**config.mk**
```make
export PLATFORM = sky130hd
export DESIGN_NAME = riscv_run_ctrl
export DESIGN_NICKNAME = d
export VERILOG_FILES = /design/src/rtl/riscv_ctrl_pkg.sv /design/src/rtl/riscv_cycle_ctr.sv /design/src/rtl/riscv_run_ctrl.sv
export SDC_FILE = /design/constraint.sdc
export NUM_CORES = 1
export LEC_CHECK = 0
export CAP_MARGIN = 5
export CORE_ASPECT_RATIO = 1.25
export CORE_MARGIN = 2
export CORE_UTILIZATION = 31
export DETAILED_ROUTE_END_ITERATION = 8
export PLACE_DENSITY = 0.78
export SKIP_LAST_GASP = 1
export SLEW_MARGIN = 20
export SYNTH_ARGS = -nofsm -noshare
export SYNTH_HDL_FRONTEND = slang
export SYNTH_HIERARCHICAL = 1
export SYNTH_SLANG_ARGS = --single-unit
export TNS_END_PERCENT = 50
```
**constraint.sdc**
```tcl
create_clock -name clk -period 2.7 [get_ports clk]
set_input_delay 0.27 -clock clk [delete_from_list [all_inputs] [get_ports clk]]
set_output_delay 0.27 -clock clk [all_outputs]
set_load 0.1 [all_outputs]
```
**src/rtl/riscv_ctrl_pkg.sv**
```systemverilog
// riscv_ctrl_pkg: shared state encoding and constants for the run controller
package riscv_ctrl_pkg;
  typedef enum logic [2:0] {IDLE, LOAD, RUN, DUMP, DONE} run_state_t;
  localparam logic [31:0] EBREAK_INST = 32'h00100073;
  localparam int IMEM_WORDS_DEF = 320;
  localparam int RF_WORDS_DEF = 32;
  localparam int MAX_CYCLES_DEF = 10000;
endpackage

```
**src/rtl/riscv_cycle_ctr.sv**
```systemverilog
// riscv_cycle_ctr: run-phase cycle counter with terminal-count flag at MAX_CYCLES-1
module riscv_cycle_ctr import riscv_ctrl_pkg::*; #(
  parameter int MAX_CYCLES = MAX_CYCLES_DEF
) (
  input  logic clk,
  input  logic reset,
  input  logic clr,
  input  logic en,
  output logic tc
);
  localparam int CW = $clog2(MAX_CYCLES + 1);
  localparam logic [CW-1:0] LAST = CW'(MAX_CYCLES - 1);
  logic [CW-1:0] count;
  always_ff @(posedge clk or posedge reset)
    if (reset) count <= '0;
    else if (clr) count <= '0;
    else if (en) count <= count + CW'(1);
  assign tc = count == LAST;
endmodule

```
**src/rtl/riscv_run_ctrl.sv**
```systemverilog
// riscv_run_ctrl: sequences program load, core run and register-file dump
module riscv_run_ctrl import riscv_ctrl_pkg::*; #(
  parameter int IMEM_WORDS = IMEM_WORDS_DEF,
  parameter int RF_WORDS = RF_WORDS_DEF,
  parameter int MAX_CYCLES = MAX_CYCLES_DEF
) (
  input  logic                          clk,
  input  logic                          reset,
  input  logic                          start,
  input  logic                          ld_valid,
  input  logic [31:0]                   ld_data,
  input  logic                          ld_last,
  output logic                          ld_ready,
  output logic                          imem_we,
  output logic [$clog2(IMEM_WORDS)-1:0] imem_addr,
  output logic [31:0]                   imem_wdata,
  output logic                          core_en,
  input  logic [31:0]                   pc,
  input  logic [31:0]                   inst_out,
  output logic [$clog2(RF_WORDS)-1:0]   rf_rd_addr,
  input  logic [31:0]                   rf_rd_data,
  output logic                          dump_valid,
  output logic [31:0]                   dump_data,
  output logic                          dump_last,
  input  logic                          dump_ready,
  output logic                          busy,
  output logic                          done,
  output logic                          timeout,
  output logic                          load_ovf
);
  localparam int AW = $clog2(IMEM_WORDS);
  localparam int RW = $clog2(RF_WORDS);
  localparam logic [AW:0] LD_MAX = (AW + 1)'(IMEM_WORDS);
  localparam logic [RW-1:0] RF_LAST = RW'(RF_WORDS - 1);
  run_state_t state;
  logic [AW:0] ld_cnt;
  logic [RW-1:0] idx;
  logic go, accept, ebreak, tc, fire, unused;
  assign go = start && (state == IDLE || state == DONE);
  assign ld_ready = state == LOAD;
  assign accept = ld_valid && ld_ready;
  // the load counter saturates at IMEM_WORDS so overflow beats never alias low addresses
  assign imem_we = accept && ld_cnt < LD_MAX;
  assign imem_addr = ld_ready ? ld_cnt[AW-1:0] : '0;
  assign imem_wdata = ld_ready ? ld_data : '0;
  assign core_en = state == RUN;
  assign ebreak = inst_out == EBREAK_INST;
  assign dump_valid = state == DUMP;
  assign rf_rd_addr = dump_valid ? idx : '0;
  assign dump_data = dump_valid ? rf_rd_data : '0;
  assign dump_last = dump_valid && idx == RF_LAST;
  assign fire = dump_valid && dump_ready;
  assign busy = ld_ready || core_en || dump_valid;
  assign done = state == DONE;
  assign unused = ^pc;
  riscv_cycle_ctr #(.MAX_CYCLES(MAX_CYCLES)) u_ctr (
    .clk  (clk),
    .reset(reset),
    .clr  (go),
    .en   (core_en),
    .tc   (tc)
  );
  always_ff @(posedge clk or posedge reset)
    if (reset) begin
      state <= IDLE;
      ld_cnt <= '0;
      idx <= '0;
      timeout <= 1'b0;
      load_ovf <= 1'b0;
    end else if (go) begin
      state <= LOAD;
      ld_cnt <= '0;
      timeout <= 1'b0;
      load_ovf <= 1'b0;
    end else if (accept) begin
      if (imem_we) ld_cnt <= ld_cnt + (AW + 1)'(1);
      else load_ovf <= 1'b1;
      if (ld_last) state <= RUN;
    end else if (core_en && (ebreak || tc)) begin
      state <= DUMP;
      timeout <= !ebreak;
      idx <= '0;
    end else if (fire) begin
      idx <= idx + RW'(1);
      if (dump_last) state <= DONE;
    end
endmodule
```
# Word-level counts from Yosys, hierarchy flattened
# Cells that the tools add are included.
[totals] in_bits=134 regBits=34 output_inout_bits=87 wordCells=69
[op_classes] order_cmp=1 eq_ne=10 bitwise_logic=2 n_addsub=3 n_mux=23 reduce_logical=24
[op_table] cell="32-bit 2-to-1 mux" n=2
[op_table] cell="32-bit by 21-bit == test with 1-bit output (second input constant)" n=1
[op_table] cell="10-bit 2-to-1 mux" n=3
[op_table] cell="14-bit 2-to-1 mux" n=2
[op_table] cell="3-bit 2-to-1 mux" n=6
[op_table] cell="5-bit 2-to-1 mux" n=3
[op_table] cell="14-bit by 1-bit adder with 14-bit output (second input constant)" n=1
[op_table] cell="14-bit == test (second input constant)" n=1
[op_table] cell="10-bit by 1-bit adder with 10-bit output (second input constant)" n=1
[op_table] cell="10-bit by 9-bit less-than comparator with 1-bit output (second input constant)" n=1
[op_table] cell="2-bit nonzero test" n=5
[op_table] cell="9-bit 2-to-1 mux" n=1
[op_table] cell="4-bit nonzero test" n=2
[op_table] cell="3-bit by 2-bit == test with 1-bit output (second input constant)" n=2
[op_table] cell="1-bit logical AND" n=6
[op_table] cell="1-bit 2-to-1 mux" n=6
[op_table] cell="2-bit AND reduction" n=3
[op_table] cell="3-bit AND reduction" n=2
[op_table] cell="5-bit by 1-bit adder with 5-bit output (second input constant)" n=1
[op_table] cell="5-bit == test (second input constant)" n=1
[op_table] cell="1-bit logical OR" n=4
[op_table] cell="3-bit by 1-bit == test with 1-bit output (second input constant)" n=1
[op_table] cell="3-bit == test (second input constant)" n=1
[op_table] cell="3-bit logical NOT" n=1
[op_table] cell="other kinds (5)" n=6

# Logic depth before layout (Yosys ltp)
[depth] ltp_word=7 ltp_mapped=9 mapped_depth_nobuf=7

# Hierarchy
# Netlist, hierarchy kept.
[by_module_without_submodules] module="riscv_run_ctrl" seq_area_each_um2=500.5 area_per_inst_um2=1660.3 n_inst=1 cells_each=204
[by_module_without_submodules] module="riscv_cycle_ctr" seq_area_each_um2=350.3 area_per_inst_um2=753.2 n_inst=1 cells_each=77

# Worst setup path before layout
# OpenSTA, ideal clock, no wires.
[synth_path] path_kind="reg2reg" start="register state[2]" end="register u_ctr.count[6]" n_path_buf=2 arrival_ns=4.067 path_slack_ns=-1.444 required_time_ns=2.623 setup_ns=0.077 stages_incl_launch_ff=7 period_less_slack_ns=4.144 cell_sequence="dfrtp_1 buf_2 nor3b_1 buf_2 o2111ai_2 or3_1 a21oi_1"
[synth_between] elab_cells_between_ends=7 classes_between="eq/ne (2); mux (1); reduce/logical (4)"
[synth_lines] item="start: declaration" line_no="riscv_run_ctrl.sv:35" rtl="run_state_t state;"
[synth_lines] item="start signal: assignment" line_no="riscv_run_ctrl.sv:65" rtl="state <= IDLE;"
[synth_lines] item="start signal: assignment" line_no="riscv_run_ctrl.sv:71" rtl="state <= LOAD;"
[synth_lines] item="start signal: assignment" line_no="riscv_run_ctrl.sv:78" rtl="if (ld_last) state <= RUN;"
[synth_lines] item="3-bit by 2-bit == test with 1-bit output" line_no="riscv_run_ctrl.sv:46" rtl="assign core_en = state == RUN;"
[synth_lines] item="named net core_en" line_no="riscv_run_ctrl.sv:17" rtl="output logic core_en,"
[synth_lines] item="2-bit nonzero test (no line)"
[synth_lines] item="end signal: assignment" line_no="riscv_cycle_ctr.sv:17" rtl="else if (en) count <= count + CW'(1);"
[synth_lines] item="end: declaration" line_no="riscv_cycle_ctr.sv:13" rtl="logic [CW-1:0] count;"
# The timed path passes the listed nets, and every way through them passes these cells.
# A chain may end at the register's enable or synchronous reset.

# Worst setup path in the final report
[layout_path] start="register state[0]" end="output port dump_data[28]"
[layout_between] elab_chain_len=2
[layout_rtl] item="3-bit by 2-bit == test with 1-bit output" line_no="riscv_run_ctrl.sv:48" rtl="assign dump_valid = state == DUMP;"
[layout_rtl] item="32-bit 2-to-1 mux" line_no="riscv_run_ctrl.sv:50" rtl="assign dump_data = dump_valid ? rf_rd_data : '0;"
[layout_rtl] item="end: declaration" line_no="riscv_run_ctrl.sv:23" rtl="output logic [31:0] dump_data,"
# Every way passes these cells.

==> flow_summary.yaml <==
synthesis:
  ys_seq_elements: 34
  syn_area_um2: 2414
  netlist_instances: 281
  synth_edf_count: 0
  synthesis.nets: 419
  yosysWarnings: 6
  synth_cell_types: 45
  ys.flop_type: "dfrtp_1"
  syn_avg_cell_area_um2: 8.589
  synthArstFlopShare_pct: 100.0
  ys_seq_area_share_pct: 35.25
clocking:
  cts_tree: "done"
  htree_levels: 2
  hold_buffers: 0
  cts_max_path_buffers: 2
  cts_resized: 0
  cts_setup_buffers: 0
  clk_pin_slew_worst_paths_ps: 80
  root_buffer: "clkbuf_8"
  clock_sinks: 34
  cts_made_buffers: 5
  insertion_delay_ps: 300
worst_setup_path:
  cp_cell_sequence: "inv_1 > nor3b_2 > buf_4 > and2_1 > buf_4"
  path_common_cell: "buf_4"
  crit_path_max_fanout: 39
  reg2reg_depth: 7
  cp.arrival_ps: 1920
  worstPathRequired_ps: 2430
  max_stage_delay_ps: 480
  crit_path_start_kind: "register"
  rrSetupSlack_ps: 670
  rr_endpoint: "u_ctr/count[13]"
  endpoint_kind: "output pin"
  crit_type: "reg2out"
  r2r_start: "state[1]"
  cp_slowest_cell: "dfrtp_1"
floorplan:
  die_x_um: 82.92
  die_area_um2: 8512
  io-pin-count: 221
  initial_core_util_pct: 31.52
  num_rows: 36
  die_h_um: 102.7
  core_area_um2: 7657
placement:
  post-place-ws_ps: 571.7
  port_buffers: 188
  gp_congestion: 0.8314
  hpwl_mm: 7.590
sta:
  layout_setup_ws_ps: 509.6
  max_freq_mhz: 456.5
  fin_skew_ps: 8.779
  final_hold_viol_count: 0
  rsz0062_at_grt: "false"
  setup_tns_ps: 0
  min_period_ps: 2190
  worst_slew_pin_slew_ps: 796.8
  maxSlewViolCount: 0
  holdWs_ps: 333.5
  slew-limit-headroom_pct: 46.82
  finalCritPeriodShare_pct: 81.13
  finalSetupViolCount: 0
global_routing:
  overflow: 0
  grt_pass1_vias: 2512
  grt_max_degree: 43
  antenna_found_initial: 0
  grtUsageMet3_pct: 3.443
  use_met1_pct: 24.99
  grtUsageTotal_pct: 19.68
  grt_pass1_wl_mm: 13.32
  grt-busiest-layer: "met2"
  grtUsageMet2_pct: 35.17
finish:
  area_growth_pct: 116.2
  fill_cells: 570
  drive_above_1_share_pct: 24.15
  multi_input_area_um2: 1474
  seq_area_um2: 850.8
  finalNetCount: 605
  antennaDiodeCount: 0
drt:
  final_antenna_net_count: 0
  vias_per_cell: 4.780
  dr.first_iter.drc_count: 89
  vias: 2691
  drc: 0
  wl_per_cell_um: 15.69
  drt_first_pass_iters: 4
  routed_wl_mm: 8.835
pwr:
  irDropWorstVdd_mv: 0.4939
  leakagePower_nw: 2.206
  total_power_mw: 3.422
  powerDensity_nw_per_um2: 656.0
run_status:
  status: "complete, no violations"
hold_path:
  hold_path.class: "in2async"
flow_run:
  maxCapViolations: 0
## cell usage after synthesis, types with 2 or more instances
master / instances / share of area, %
nand2_1: 13 / 2.0
nand3_1: 6 / 1.2
nor3_1: 12 / 2.5
mux2i_1: 5 / 2.1
a21oi_1: 6 / 1.2
nand2b_1: 2 / 0.52
or4_1: 2 / 0.62
nor2_1: 22 / 3.4
nor4_2: 2 / 1.0
nor4bb_1: 2 / 0.83
or3_1: 2 / 0.52
nand4_1: 6 / 1.6
o31ai_1: 2 / 0.62
nor4_1: 6 / 1.6
a22oi_1: 2 / 0.62
xor2_1: 5 / 1.8
inv_1: 11 / 1.7
dfrtp_1: 34 / 35
o21ai_0: 7 / 1.5
buf_2: 3 / 0.62
and2_1: 82 / 21
nor4b_1: 3 / 1.1
ha_1: 4 / 2.1
xnor2_1: 11 / 4.0
nor3b_1: 3 / 0.93
clkbuf_1: 9 / 1.4
## per-layer routing
| metal | vias up | routed length (µm) |
|---|---|---|
| li1 | 1320 | - |
| met4 | 0 | 106 |
| met1 | 1252 | 3580 |
| met5 | - | 0 |
| met2 | 109 | 4709 |
| met3 | 10 | 439 |
## state kept, by name, indices dropped and copies added (netlist names)
name         flops
u_ctr/count     14
idx              5
ld_cnt          10
timeout          1
load_ovf         1
state            3
## where the power goes
| part | switching (mW) | internal, mW |
|---|---|---|
| Combinational | 1.49 | 0.808 |
| Sequential | 0.0837 | 0.565 |
| Clock | 0.197 | 0.274 |
| Total | 1.78 | 1.65 |
## cell families after synthesis
group	Yosys count	share of synthesized area, %
muxes	5	2.074
AOI/OAI and AO/OA	26	7.310
and+or+nand+nor	170	42.98
DFF	34	35.25
adders and majority gates	4	2.074
buffers and inverters	26	4.510
xor gates and xnor gates	16	5.806
## worst max-delay path: cells and delay by family, from the launching register on
kind	cells	cell delay (ps)
and+or+nand+nor	2	370
buffers and inverters	3	770
DFF	1	480
## layout by cell type (no fill, tap or decap), types with 3 or more instances in the layout
cell,count
clkdlybuf4s50_1,101
and2_1,82
buf_12,73
dfrtp_1,34
nor2_1,22
buf_4,19
nand2_1,13
xnor2_1,11
inv_1,11
nor3_1,10
o21ai_0,7
nand3_1,6
nor4_1,6
nand4_1,6
a21oi_1,6
xor2_1,5
mux2i_1,5
clkbuf_8,5
ha_1,4
nor4b_1,3
## area by class of cell
type                            instances  area share [%]
Clock inverter                          3          0.8633
Sequential cell                        34           16.31
Clock buffer                            5           1.319
Multi-Input combinational cell        221           28.25
Tap cell                               95           2.278
Timing Repair Buffer                  193           50.12
Inverter                               12          0.8633
## through the flow
| step | cell area [µm²] | utilization (%) | instances |
|---|---|---|---|
| floorplan | 2424 | - | 281 |
| global placement | 5104 | 66.65 | 555 |
| detailed placement | 5104 | 66.65 | 555 |
| CTS | 5218 | 68.14 | 563 |
| global route | 5218 | 68.14 | 563 |
| finish | 5218 | 68.14 | 563 |
## worst max path at each step
stage               startpoint             end  slack (ps)  cells past startpoint
floorplan             state[0]  imem_wdata[22]        -340                      4
global placement      ld_valid       ld_cnt[7]         590                      5
detailed placement    ld_valid       ld_cnt[7]         570                      5
CTS                   state[0]   dump_data[28]         500                      5
global route          state[0]   dump_data[28]         360                      5
finish                state[0]   dump_data[28]         510                      5
Power figures use the tool's default switching activity.
